### src/rtl/issue_ctrl_pkg.sv
// Shared RV32I opcode constants and per-opcode register-use decode for the issue stage.
package issue_ctrl_pkg;

  localparam logic [6:0] OPCODE_LUI    = 7'b0110111;
  localparam logic [6:0] OPCODE_AUIPC  = 7'b0010111;
  localparam logic [6:0] OPCODE_JAL    = 7'b1101111;
  localparam logic [6:0] OPCODE_JALR   = 7'b1100111;
  localparam logic [6:0] OPCODE_BRANCH = 7'b1100011;
  localparam logic [6:0] OPCODE_LOAD   = 7'b0000011;
  localparam logic [6:0] OPCODE_STORE  = 7'b0100011;
  localparam logic [6:0] OPCODE_ALUI   = 7'b0010011;
  localparam logic [6:0] OPCODE_ALUR   = 7'b0110011;

  localparam int RS1_USE      = 0;
  localparam int RS2_USE      = 1;
  localparam int RD_USE       = 2;
  localparam int USE_W        = 3;
  localparam int SCOREBOARD_W = 32;

  // Unknown opcodes use no registers so they flow through to decode, which flags them.
  function automatic logic [USE_W-1:0] reg_use(input logic [6:0] opcode);
    logic [USE_W-1:0] u;
    u = '0;
    case (opcode)
      OPCODE_LUI, OPCODE_AUIPC, OPCODE_JAL: u[RD_USE] = 1'b1;
      OPCODE_JALR, OPCODE_LOAD, OPCODE_ALUI: begin
        u[RS1_USE] = 1'b1;
        u[RD_USE]  = 1'b1;
      end
      OPCODE_BRANCH, OPCODE_STORE: begin
        u[RS1_USE] = 1'b1;
        u[RS2_USE] = 1'b1;
      end
      OPCODE_ALUR: u = '1;
      default: u = '0;
    endcase
    return u;
  endfunction

endpackage

### src/rtl/issue_fifo.sv
// Instruction buffer between fetch and issue; flush empties it at the clock edge.
module issue_fifo
  import issue_ctrl_pkg::*;
#(
  parameter int QDEPTH = 2,
  parameter int W      = 64
) (
  input  logic                      clk,
  input  logic                      rst_n,
  input  logic                      i_push,
  input  logic [W-1:0]              i_data,
  input  logic                      i_pop,
  input  logic                      i_flush,
  output logic [W-1:0]              o_head,
  output logic                      o_head_valid,
  output logic [$clog2(QDEPTH):0]   o_count
);

  localparam int AW = $clog2(QDEPTH);

  logic [W-1:0]  r_mem [QDEPTH];
  logic [AW-1:0] r_rptr;
  logic [AW-1:0] r_wptr;
  logic [AW:0]   r_count;
  logic          w_push;
  logic          w_pop;

  assign w_push       = i_push && !i_flush && (r_count != (AW+1)'(QDEPTH));
  assign w_pop        = i_pop && !i_flush && (r_count != '0);
  assign o_head       = r_mem[r_rptr];
  assign o_head_valid = (r_count != '0);
  assign o_count      = r_count;

  // Storage is cleared on reset so the head reads as zero while held in reset.
  always_ff @(posedge clk or negedge rst_n) begin
    if (!rst_n) begin
      r_rptr  <= '0;
      r_wptr  <= '0;
      r_count <= '0;
      for (int i = 0; i < QDEPTH; i++) r_mem[i] <= '0;
    end else if (i_flush) begin
      r_rptr  <= '0;
      r_wptr  <= '0;
      r_count <= '0;
    end else begin
      if (w_push) begin
        r_mem[r_wptr] <= i_data;
        r_wptr        <= r_wptr + AW'(1);
      end
      if (w_pop) r_rptr <= r_rptr + AW'(1);
      if (w_push && !w_pop)      r_count <= r_count + (AW+1)'(1);
      else if (!w_push && w_pop) r_count <= r_count - (AW+1)'(1);
    end
  end

endmodule

### src/rtl/issue_ctrl.sv
// Issue stage: buffers fetched instructions and holds back any whose registers await a load.
module issue_ctrl
  import issue_ctrl_pkg::*;
#(
  parameter int QDEPTH = 2,
  parameter int XLEN   = 32
) (
  input  logic                    clk,
  input  logic                    rst_n,
  input  logic                    if_valid,
  output logic                    if_ready,
  input  logic [XLEN-1:0]         if_instr,
  input  logic [XLEN-1:0]         if_pc,
  output logic                    id_valid,
  input  logic                    id_ready,
  output logic [XLEN-1:0]         id_instr,
  output logic [XLEN-1:0]         id_pc,
  input  logic                    flush,
  input  logic                    ld_done,
  input  logic [4:0]              ld_rd,
  output logic [SCOREBOARD_W-1:0] busy,
  output logic [31:0]             stall_cycles
);

  localparam int CW = $clog2(QDEPTH) + 1;

  logic [2*XLEN-1:0]       w_head;
  logic                    w_head_valid;
  logic [CW-1:0]           w_count;
  logic                    w_push;
  logic                    w_pop;
  logic [USE_W-1:0]        w_use;
  logic [4:0]              w_rs1;
  logic [4:0]              w_rs2;
  logic [4:0]              w_rd;
  logic                    w_hazard;
  logic                    w_issue_load;
  logic [SCOREBOARD_W-1:0] r_busy;
  logic [31:0]             r_stall;

  issue_fifo #(.QDEPTH(QDEPTH), .W(2*XLEN)) u_fifo (
    .clk          (clk),
    .rst_n        (rst_n),
    .i_push       (w_push),
    .i_data       ({if_instr, if_pc}),
    .i_pop        (w_pop),
    .i_flush      (flush),
    .o_head       (w_head),
    .o_head_valid (w_head_valid),
    .o_count      (w_count)
  );

  assign id_instr = w_head[2*XLEN-1:XLEN];
  assign id_pc    = w_head[XLEN-1:0];

  assign w_use = reg_use(id_instr[6:0]);
  assign w_rs1 = id_instr[19:15];
  assign w_rs2 = id_instr[24:20];
  assign w_rd  = id_instr[11:7];

  // WAW is included so a late load cannot overwrite a younger result in rd.
  assign w_hazard = (w_use[RS1_USE] && r_busy[w_rs1]) ||
                    (w_use[RS2_USE] && r_busy[w_rs2]) ||
                    (w_use[RD_USE]  && r_busy[w_rd]);

  assign if_ready     = (w_count < CW'(QDEPTH));
  assign id_valid     = w_head_valid && !w_hazard && !flush;
  assign w_push       = if_valid && if_ready && !flush;
  assign w_pop        = id_valid && id_ready;
  assign w_issue_load = w_pop && (id_instr[6:0] == OPCODE_LOAD) && (w_rd != 5'd0);

  assign busy         = r_busy;
  assign stall_cycles = r_stall;

  // The set is written last so it wins over a same-cycle clear of the same register.
  always_ff @(posedge clk or negedge rst_n) begin
    if (!rst_n) begin
      r_busy <= '0;
    end else begin
      if (ld_done && (ld_rd != 5'd0)) r_busy[ld_rd] <= 1'b0;
      if (w_issue_load)               r_busy[w_rd]  <= 1'b1;
    end
  end

  always_ff @(posedge clk or negedge rst_n) begin
    if (!rst_n) begin
      r_stall <= '0;
    end else if (w_head_valid && w_hazard && !flush && (r_stall != 32'hFFFF_FFFF)) begin
      r_stall <= r_stall + 32'd1;
    end
  end

endmodule

### config.mk
export PLATFORM = sky130hd
export DESIGN_NAME = issue_ctrl
export DESIGN_NICKNAME = d
export VERILOG_FILES = /design/src/rtl/issue_ctrl_pkg.sv /design/src/rtl/issue_fifo.sv /design/src/rtl/issue_ctrl.sv
export SDC_FILE = /design/constraint.sdc
export NUM_CORES = 1
export LEC_CHECK = 0
export BUFFER_PORTS_ARGS = -buffer_cell sky130_fd_sc_hd__buf_2
export CAP_MARGIN = 20
export CORE_UTILIZATION = 43
export CTS_CLUSTER_DIAMETER = 100
export CTS_CLUSTER_SIZE = 14
export DETAILED_ROUTE_END_ITERATION = 7
export HOLD_SLACK_MARGIN = 0.1
export PLACE_DENSITY = 0.67
export SYNTH_ARGS = -nofsm -noshare
export SYNTH_HDL_FRONTEND = slang
export SYNTH_SLANG_ARGS = --single-unit
### constraint.sdc
create_clock -name clk -period 3.34 [get_ports clk]
set_clock_uncertainty 0.1 [all_clocks]
set_input_delay 0.334 -clock clk [delete_from_list [all_inputs] [get_ports clk]]
set_output_delay 0.334 -clock clk [all_outputs]
set_load 0.005 [all_outputs]
## Word level (Yosys, flattened, before mapping)

Cells that the tools add are included.

| word-level totals | value |
|---|---|
| memory bits (writable) | 0 |
| bits in read-only memories | 0 |
| input port bits | 75 |
| output and inout port bits | 130 |
| bits in latches | 0 |
| logic and storage cells | 106 |
| register bits after elaboration | 196 |
| memories kept | 0 |

| operators by class | value |
|---|---|
| $lt $le $gt $ge | 10 |
| add/subtract/negate cells | 5 |
| bitwise operators | 6 |
| muxes and demuxes | 28 |
| multiply operators | 0 |
| divide/modulo/power cells | 0 |
| eq/ne operators | 11 |
| reductions and logical operators | 39 |
| shift-type cells | 0 |

Operators with widths:

| kind | number |
|---|---|
| 64-bit 2-to-1 mux | 4 |
| 128-bit bitwise mux | 1 |
| 64-bit demux with 1-bit select | 1 |
| 32-bit 2-to-1 mux | 2 |
| 32-bit by 1-bit adder with 32-bit output (second input constant) | 1 |
| 32-bit bitwise AND | 1 |
| 32-bit != test (second input constant) | 1 |
| 32-bit NOT | 1 |
| 32-bit OR | 1 |
| 5-bit by 6-bit < comparator with 1-bit output (second input constant) | 4 |
| 1-bit logical AND | 23 |
| 7-bit by 6-bit equality test with 1-bit output (second input constant) | 3 |
| 7-bit equality test (second input constant) | 3 |
| 1-bit binary-select mux with 5-bit select | 3 |
| 7-bit by 5-bit equality test with 1-bit output (second input constant) | 2 |
| 1-bit 2-to-1 mux | 12 |
| 1-bit demux with 5-bit select | 2 |
| 5-bit by 1-bit greater-or-equal comparator with 1-bit output (second input constant) | 2 |
| 5-bit nonzero test | 2 |
| 7-bit by 2-bit equality test with 1-bit output (second input constant) | 1 |
| 7-bit OR reduction | 1 |
| 2-bit 2-to-1 mux | 3 |
| 2-bit nonzero test | 3 |
| 6-bit OR reduction | 1 |
| other kinds (14) | 21 |

## Depth between registers and ports, before layout

Gate-level depths: netlist of the first run.

| logic depth | value |
|---|---|
| depth in word-level cells | 20 |
| depth in mapped cells | 14 |
| gate-level depth less buffers | 10 |

## Cells and area by module

From an unflattened synthesis of the first run, not the netlist that was laid out.

| second synthesis, totals | value |
|---|---|
| cell total of the unflattened synthesis | 784 |
| area total of the unflattened synthesis | 9965.8 um^2 |

By module, submodules not included:

| module | instances | area an instance (um^2) | seq. area each (um^2) | cells each |
|---|---|---|---|---|
| issue_fifo | 1 | 5960.7 | 3303.2 | 364 |
| issue_ctrl | 1 | 4005.1 | 1601.5 | 420 |

## Worst setup path before layout of the first run

No wires, ideal clock.

| timing | value |
|---|---|
| path kind | register -> register |
| start | reg u_fifo.r_rptr |
| end | reg r_stall[1], in the netlist stall_cycles[1] |
| stages on the path, launching flop included | 10 |
| slack | 0.235 ns |
| data required time | 3.115 ns |
| arrival | 2.880 ns |
| clock period less this slack | 3.105 ns |
| library setup time | 0.125 ns |
| cell sequence | dfrtp_1 -> buf_6 -> mux2i_2 -> mux4_2 -> o21ai_0 -> nor2_1 -> o31a_1 -> o31ai_4 -> buf_6 -> mux2_2 |

| on the way | value |
|---|---|
| word-level cells in the longest chain between the ends | 13 |

RTL lines:

| element | RTL line | source |
|---|---|---|
| from (decl) | issue_fifo.sv:22 | `logic [AW-1:0] r_rptr;` |
| from (signal assigned) | issue_fifo.sv:50 | `if (w_pop) r_rptr <= r_rptr + AW'(1);` |
| 1-bit NOT with 2-bit output (implied by the code) * | issue_fifo.sv:30 | `assign o_head = r_mem[r_rptr];` |
| 64-bit 2-to-1 mux (implied by the code) * (3 in a row) | issue_fifo.sv:30 |  |
| parallel branches: the longest is 5 deep, another holds 1-bit binary-select mux with 5-bit select | n/a |  |
| 1-bit logical OR * | issue_ctrl.sv:63 | `(w_use[RS2_USE] && r_busy[w_rs2]) \|\|` |
| 1-bit logical AND * (3 in a row) | issue_ctrl.sv:88 | `end else if (w_head_valid && w_hazard && !flush && (r_stall != 32'hFFFF_FFFF)) begin` |
| to (signal assigned) | issue_ctrl.sv:89 | `r_stall <= r_stall + 32'd1;` |
| to (decl) | issue_ctrl.sv:39 | `logic [31:0] r_stall;` |

Mark *: on every way between the ends. The select of a mux whose other input is x is not followed.
A chain may end at the register's enable or synchronous reset.

## Final worst setup path of the first run

| timing | value |
|---|---|
| start | reg u_fifo.r_rptr |
| end | out id_valid |

| on the way | value |
|---|---|
| word-level cells in the longest chain between the ends | 13 |

RTL lines:

| element | RTL line | source |
|---|---|---|
| 1-bit NOT with 2-bit output (implied by the code) * | issue_fifo.sv:30 |  |
| 64-bit 2-to-1 mux (implied by the code) * (3 in a row) | issue_fifo.sv:30 |  |
| parallel branches: the longest is 5 deep, another holds 1-bit binary-select mux with 5-bit select | n/a |  |
| 1-bit logical OR * | issue_ctrl.sv:63 |  |
| 1-bit zero test * | issue_ctrl.sv:67 | `assign id_valid = w_head_valid && !w_hazard && !flush;` |
| 1-bit logical AND * (2 in a row) | issue_ctrl.sv:67 |  |
| to (decl) | issue_ctrl.sv:14 | `output logic id_valid,` |

Marked as above.

==> summary.txt, run 1 <==
Synthesis
  – Mapped Nets: 956
  – Most common cell in the netlist: dfrtp_1
  – Largest cells by area after synthesis: dfrtp_1 48%, mux2_2 19%, o21ai_0 3.8%, xor2_1 2.4%, nand2_1 2.0%
  – Area fraction of the dominant cell type after synthesis: 0.484
  – Gate Count Post-Synth: 880
  – Synth Cell Area: 10100 um^2
  – Avg Inst Size Synth: 11.5 um^2
  – Part of the Yosys area used for sequential elements: 0.484
  – Synth Warn #: 0
  – Post-synth EDFFs: 0
  – Asr flop ratio synth: 1.00
  – Synth unique cells: 73
  – #FFs+latches synth: 196
  – Synth cell count leaders: 196 x dfrtp_1, 169 x mux2_2, 77 x o21ai_0, 55 x nand2_1, 36 x nor2_1
  – Primary FF master, synth: dfrtp_1
  – Cell taking the most area after synthesis: dfrtp_1

Drt
  – Starting DRC count in detailed routing: 603
  – ANT nets after route: 0
  – WL final: 28.1 mm
  – Via count: 8262
  – Via density: 5.50
  – DRC: 0
  – First drt pass iteration count: 5
  – Wire per inst: 18.7 um

Worst setup path
  – CP dominant cell by count: buf_4
  – CP Class: flip-flop to output pin
  – Critical path, cell by cell: buf_4, buf_4, buf_4, nor2b_1, a22o_1, nand2_2, a21oi_1, or3_4, nor4_4, nor4_2, buf_4, buf_6
  – Slowest CP cell: dfrtp_4
  – Crit Path Max Fanout: 8
  – Worst EP required: 2.91 ns
  – Critical Path End Type: output pin
  – CP max stage delay: 0.54 ns
  – Worst Path Arrival: 2.93 ns
  – Critical Path Start Type: flip-flop

Global routing
  – Initial antenna violation count: 0
  – GRT Residual Overflow: 0
  – Global-route usage over all layers: 0.237
  – Vias in the first global route: 8158
  – Largest net degree at the start of global routing: 81
  – First-pass GRT wire length: 44.4 mm

Clock network
  – Clock sinks: 196
  – Clk_lat worst skew: 0.44 ns
  – Clock Path Buffers: 2
  – Root Buffer Master: clkbuf_16
  – H-tree levels: 4
  – CTS tree: yes
  – Reg clk slew, reported paths: 0.07 ns
  – CTS buffer count: 17

Timing
  – Final setup margin: -0.0222 ns
  – Min cycle time layout: 3.36 ns
  – Final setup viols: 1
  – TNS Setup: -0.0222 ns
  – Unrepaired setup endpoints after global routing: yes
  – Slew Limit Fails: 0
  – Peak Freq: 0.297 GHz
  – Final period util: 1.01
  – Slew margin rel.: 0.534
  – Slew @ Worst Pin: 0.699 ns
  – Final hold violation count: 0

Power
  – Pleak: 5.98 nW
  – PD cells: 594 nW/um^2
  – Combinational share of power: 0.318
  – Switch share: 0.332
  – Peak VDD IR: 0.354 mV
  – Switching pwr: 2.58 mW
  – Pint: 5.21 mW
  – Clk pwr share: 0.262
  – PnR Total Power: 7.79 mW
  – Reg power frac: 0.420

Cells and area
  – Area grow syn2layout: 29.5%
  – Share of layout cells above drive strength 1: 0.435
  – Finished Cell Area: 13100 um^2
  – FILL cells: 1971
  – Antenna diode count: 0
  – Final layout net count: 1252

Floorplan
  – Die Ht: 155 um
  – Row Count: 55
  – Initial Util: 0.443
  – CORE AREA: 22800 um^2
  – IO Pins: 205
  – Die area: 24200 um^2
  – DIE WIDTH: 155 um

Status
  – Status: finished, violations left
  – Violated checks: setup timing

Placement
  – HPWL Detailed: 19.3 mm
  – Placed standard-cell area: 11600 um^2
  – Port Buffers: 204
  – GPL Wtd Cong: 0.918

Min path
  – Hold crit path type: primary input to flip-flop

Job
  – MaxCap Viol Count: 0
## metrics by stage
| stage | utilization | setup WS, ns | std cells | hold slack, ns |
|---|---|---|---|---|
| floorplan | - | 0.235 | 880 | -0.0616 |
| global route | 0.574 | -0.132 | 1502 | 0.140 |
| finish | 0.574 | -0.0222 | 1502 | 0.135 |
| global placement | 0.509 | 0.112 | 1391 | 0.315 |
| detailed placement | 0.509 | 0.0489 | 1391 | 0.318 |
| CTS | 0.569 | 0.0000500 | 1500 | 0.105 |
## timing repair
action / 4_1_cts / 5_1_grt
resized for setup: 15 / 19
setup endpoints to repair: 1 / 6
endpoints found under the hold margin: 203 / 2
pin swaps: 6 / 4
buffers inserted: 13 / 1
hold buffers: 64 / 1
## final timing paths
check	startpoint	slack, ns	end	depth (start not counted)
worst max-delay path	u_fifo.r_rptr	-0.02	id_valid	12
worst min-delay path	flush	0.14	u_fifo.o_count[1]	2
worst max register to register	u_fifo.r_rptr	0.10	stall_cycles[26]	14
worst min register to register	stall_cycles[22]	0.39	stall_cycles[22]	1
max in group asynchronous	rst_n	1.93	u_fifo.r_mem[111]	3
min in group asynchronous	rst_n	0.36	u_fifo.r_mem[45]	2
## area by class of cell
class,count,area (um^2),share of cell area
well taps,313,392,0.0299
clock inverters,15,163,0.0124
inverters,28,108,0.00820
clock buffers,17,425,0.0324
multi-input cells,618,5040,0.384
repair buffers,315,2080,0.158
flip-flops and latches,196,4910,0.374
## power by group through the flow
| stage | Combinational, mW | Sequential (mW) | Clock [mW] |
|---|---|---|---|
| floorplan | 1.57 | 3.16 | 0 |
| global route | 2.70 | 3.34 | 2.18 |
| detailed placement | 2.28 | 3.30 | 0 |
| finish | 2.48 | 3.27 | 2.04 |
| global placement | 2.25 | 3.28 | 0 |
| CTS | 2.43 | 3.26 | 2.09 |
## per-layer routing
layer	part of all wire	wire length, um	global-route usage
met5	0	0	0
met4	0.020	558	0.0714
met3	0.078	2190	0.0624
met2	0.47	13100	0.369
met1	0.44	12200	0.323
## cells in the final DEF, fill, tap and decap left out, types with 5 or more instances in the layout
master         netlist  routed
a21oi_1             24      24
dfrtp_1            196     194
a31oi_1              6       6
nand2b_1            16      16
buf_4                0      41
o21ai_0             77      76
mux2i_1             15      13
a22oi_1              6       6
xor2_1              28      28
dlygate4sd3_1        0      65
nand4_1              6       6
nand3_1             26      26
nand3b_1             8       8
and3_1               5       5
mux2_2             169     169
nor2b_1             11       9
nor3_2              10      11
inv_1               26      26
mux4_2               6       6
clkbuf_16            0      17
buf_2                5     202
o22ai_1             15      13
nand2_1             55      54
nor2_1              36      35
nor3_1              13      12
## registers in the layout, indices dropped and copies added (netlist names)
register        count
u_fifo.o_count      2
stall_cycles       32
u_fifo.r_mem      128
busy               32
u_fifo.r_rptr       1
u_fifo.r_wptr       1
## logic make-up (layout without fill, tap and decap cells)
kind of cell	count (synthesis)	count (layout)	synth area share
AO/OA/AOI/OAI	173	173	0.107
buffers and inverters	66	375	0.0310
multiplexers	197	197	0.230
XOR/XNOR	32	32	0.0277
AND/OR/NAND/NOR	215	215	0.119
flip-flops	196	196	0.484
adder cells (fa/ha/maj)	1	1	0.00124
## critical path: cells and delay by family, from the launching register on
| kind | cells | cell delay (ns) |
|---|---|---|
| AOI/OAI and AO/OA | 2 | 0.32 |
| buffers and inverters | 5 | 0.71 |
| DFF | 1 | 0.54 |
| and+or+nand+nor | 5 | 0.93 |
No activity file was read; power rests on OpenSTA's default activity.
==> run 2: changes to the inputs <==
Settings changed: PLACE_DENSITY 0.67 to default, PLACE_DENSITY_LB_ADDON from default to 0.25.
==> summary.txt, run 2 (same netlist as run 1, synthesis figures left out) <==
Status
  – Status: finished, final reports clean

Power
  – PD cells: 598 nW/um^2
  – Pleak: 6.04 nW
  – Peak VDD IR: 0.433 mV
  – PnR Total Power: 7.92 mW

Placement
  – Setup WS pre-CTS: 0.00568 ns
  – HPWL Detailed: 19.8 mm
  – Placed standard-cell area: 11600 um^2
  – GPL Wtd Cong: 0.908
  – Port Buffers: 204

Global routing
  – GRT Residual Overflow: 0
  – Initial antenna violation count: 0
  – Global-route usage over all layers: 0.243
  – Vias in the first global route: 8307
  – Largest net degree at the start of global routing: 85
  – First-pass GRT wire length: 45.5 mm

Timing
  – Final period util: 0.990
  – Final hold violation count: 0
  – Hold Slack: 0.140 ns
  – Peak Freq: 0.302 GHz
  – TNS Setup: 0 ns
  – Min cycle time layout: 3.31 ns
  – Slew Limit Fails: 0
  – Final setup viols: 0
  – Final setup margin: 0.0323 ns
  – Slew @ Worst Pin: 0.735 ns
  – Unrepaired setup endpoints after global routing: yes
  – Slew margin rel.: 0.510

Floorplan
  – IO Pins: 205
  – Row Count: 55
  – CORE AREA: 22800 um^2
  – Die area: 24200 um^2
  – Initial Util: 0.443
  – Die Ht: 155 um
  – DIE WIDTH: 155 um

Drt
  – First drt pass iteration count: 7
  – Via density: 5.53
  – Wire per inst: 19.1 um
  – Starting DRC count in detailed routing: 623
  – ANT nets after route: 0
  – WL final: 28.8 mm
  – Via count: 8331
  – DRC: 0

Min path
  – Worst Hold Depth: 2
  – Hold crit path type: primary input to flip-flop

Worst setup path
  – Critical Path End Type: output pin
  – CP Class: flip-flop to output pin
  – Reg2reg setup slack: 0.07 ns
  – Critical Path Start Type: flip-flop
  – Critical path, cell by cell: buf_8, buf_4, mux2_4, a21oi_1, a21oi_1, or3_4, nor4_4, nor4_4, buf_2
  – CP max stage delay: 0.56 ns
  – Worst Path Arrival: 2.87 ns
  – Slowest CP cell: dfrtp_4
  – Crit Path Max Fanout: 10
  – R2R cell count: 12
  – Worst EP required: 2.91 ns

Cells and area
  – Reg area: 4910 um^2
  – Area grow syn2layout: 30.7%
  – Reg with most FFs: u_fifo.r_mem
  – Share of layout cells above drive strength 1: 0.439
  – Most frequent cells in the layout: 203 x buf_2, 195 x dfrtp_1, 169 x mux2_2
  – Finished Cell Area: 13200 um^2
  – Antenna diode count: 0
  – FILL cells: 1958
  – Max reg flops: 128
  – Area of the multi-input gates: 5110 um^2
  – Final layout net count: 1256
  – Most common cell after layout, fill and taps aside: buf_2

Clock network
  – Clock sinks: 196
  – H-tree levels: 4
  – Reg clk slew, reported paths: 0.08 ns
  – CTS buffer count: 17
  – Clock Path Buffers: 2
  – Clk_lat worst skew: 0.44 ns
  – Root Buffer Master: clkbuf_16
  – CTS tree: yes

Job
  – MaxCap Viol Count: 0
run 2: timing repair:
action	in CTS	in global routing
pin swaps	3	12
endpoints found under the hold margin	205	1
setup endpoints to repair	2	41
gates cloned	0	0
buffers inserted	8	7
hold buffers	64	1
resized for setup	19	28
run 2: path summary, 6_finish.rpt:
path	startpoint	endpoint
min in group asynchronous	rst_n	u_fifo.r_mem[30]
max in group asynchronous	rst_n	busy[2]
setup / recovery	u_fifo.r_rptr	id_valid
setup reg to reg	u_fifo.r_rptr	stall_cycles[26]
hold reg to reg	stall_cycles[9]	stall_cycles[9]
hold / removal	flush	u_fifo.o_count[1]
run 2: stage by stage:
| stage | utilization | instances |
|---|---|---|
| 2_1_floorplan | - | 880 |
| 3_3_place_gp | 0.510 | 1396 |
| 3_5_place_dp | 0.510 | 1396 |
| 4_1_cts | 0.570 | 1500 |
| 5_1_grt | 0.579 | 1506 |
| 6_report | 0.579 | 1506 |
run 2: final cells by class:
cell class	count	share of cell area
Timing Repair Buffer	319	0.159
Multi-Input combinational cell	618	0.386
Clock inverter	14	0.0133
Clock buffer	18	0.0324
Sequential cell	196	0.371
Tap cell	313	0.0296
Inverter	28	0.00832
run 2: critical path: cells and delay by family (launching register included):
family,cells,cell delay (ns)
compound gates,2,0.20
buf+inv,3,0.50
flops,1,0.56
mux,1,0.32
simple gates,3,0.84
run 2: where the power goes:
group          internal [mW]  switching, mW  total (mW)
clock network           1.02           1.09        2.11
logic                   1.36           1.18        2.55
registers               2.88          0.386        3.26
run 2: metal layers:
layer | part of all wire | routed length (um) | global-route usage | vias to the layer above
met5 | 0 | 0 | 0 | -
met1 | 0.44 | 12500 | 0.328 | 4130
met2 | 0.47 | 13400 | 0.383 | 336
li1 | - | - | - | 3807
met4 | 0.025 | 714 | 0.0878 | 0
met3 | 0.073 | 2100 | 0.0568 | 58
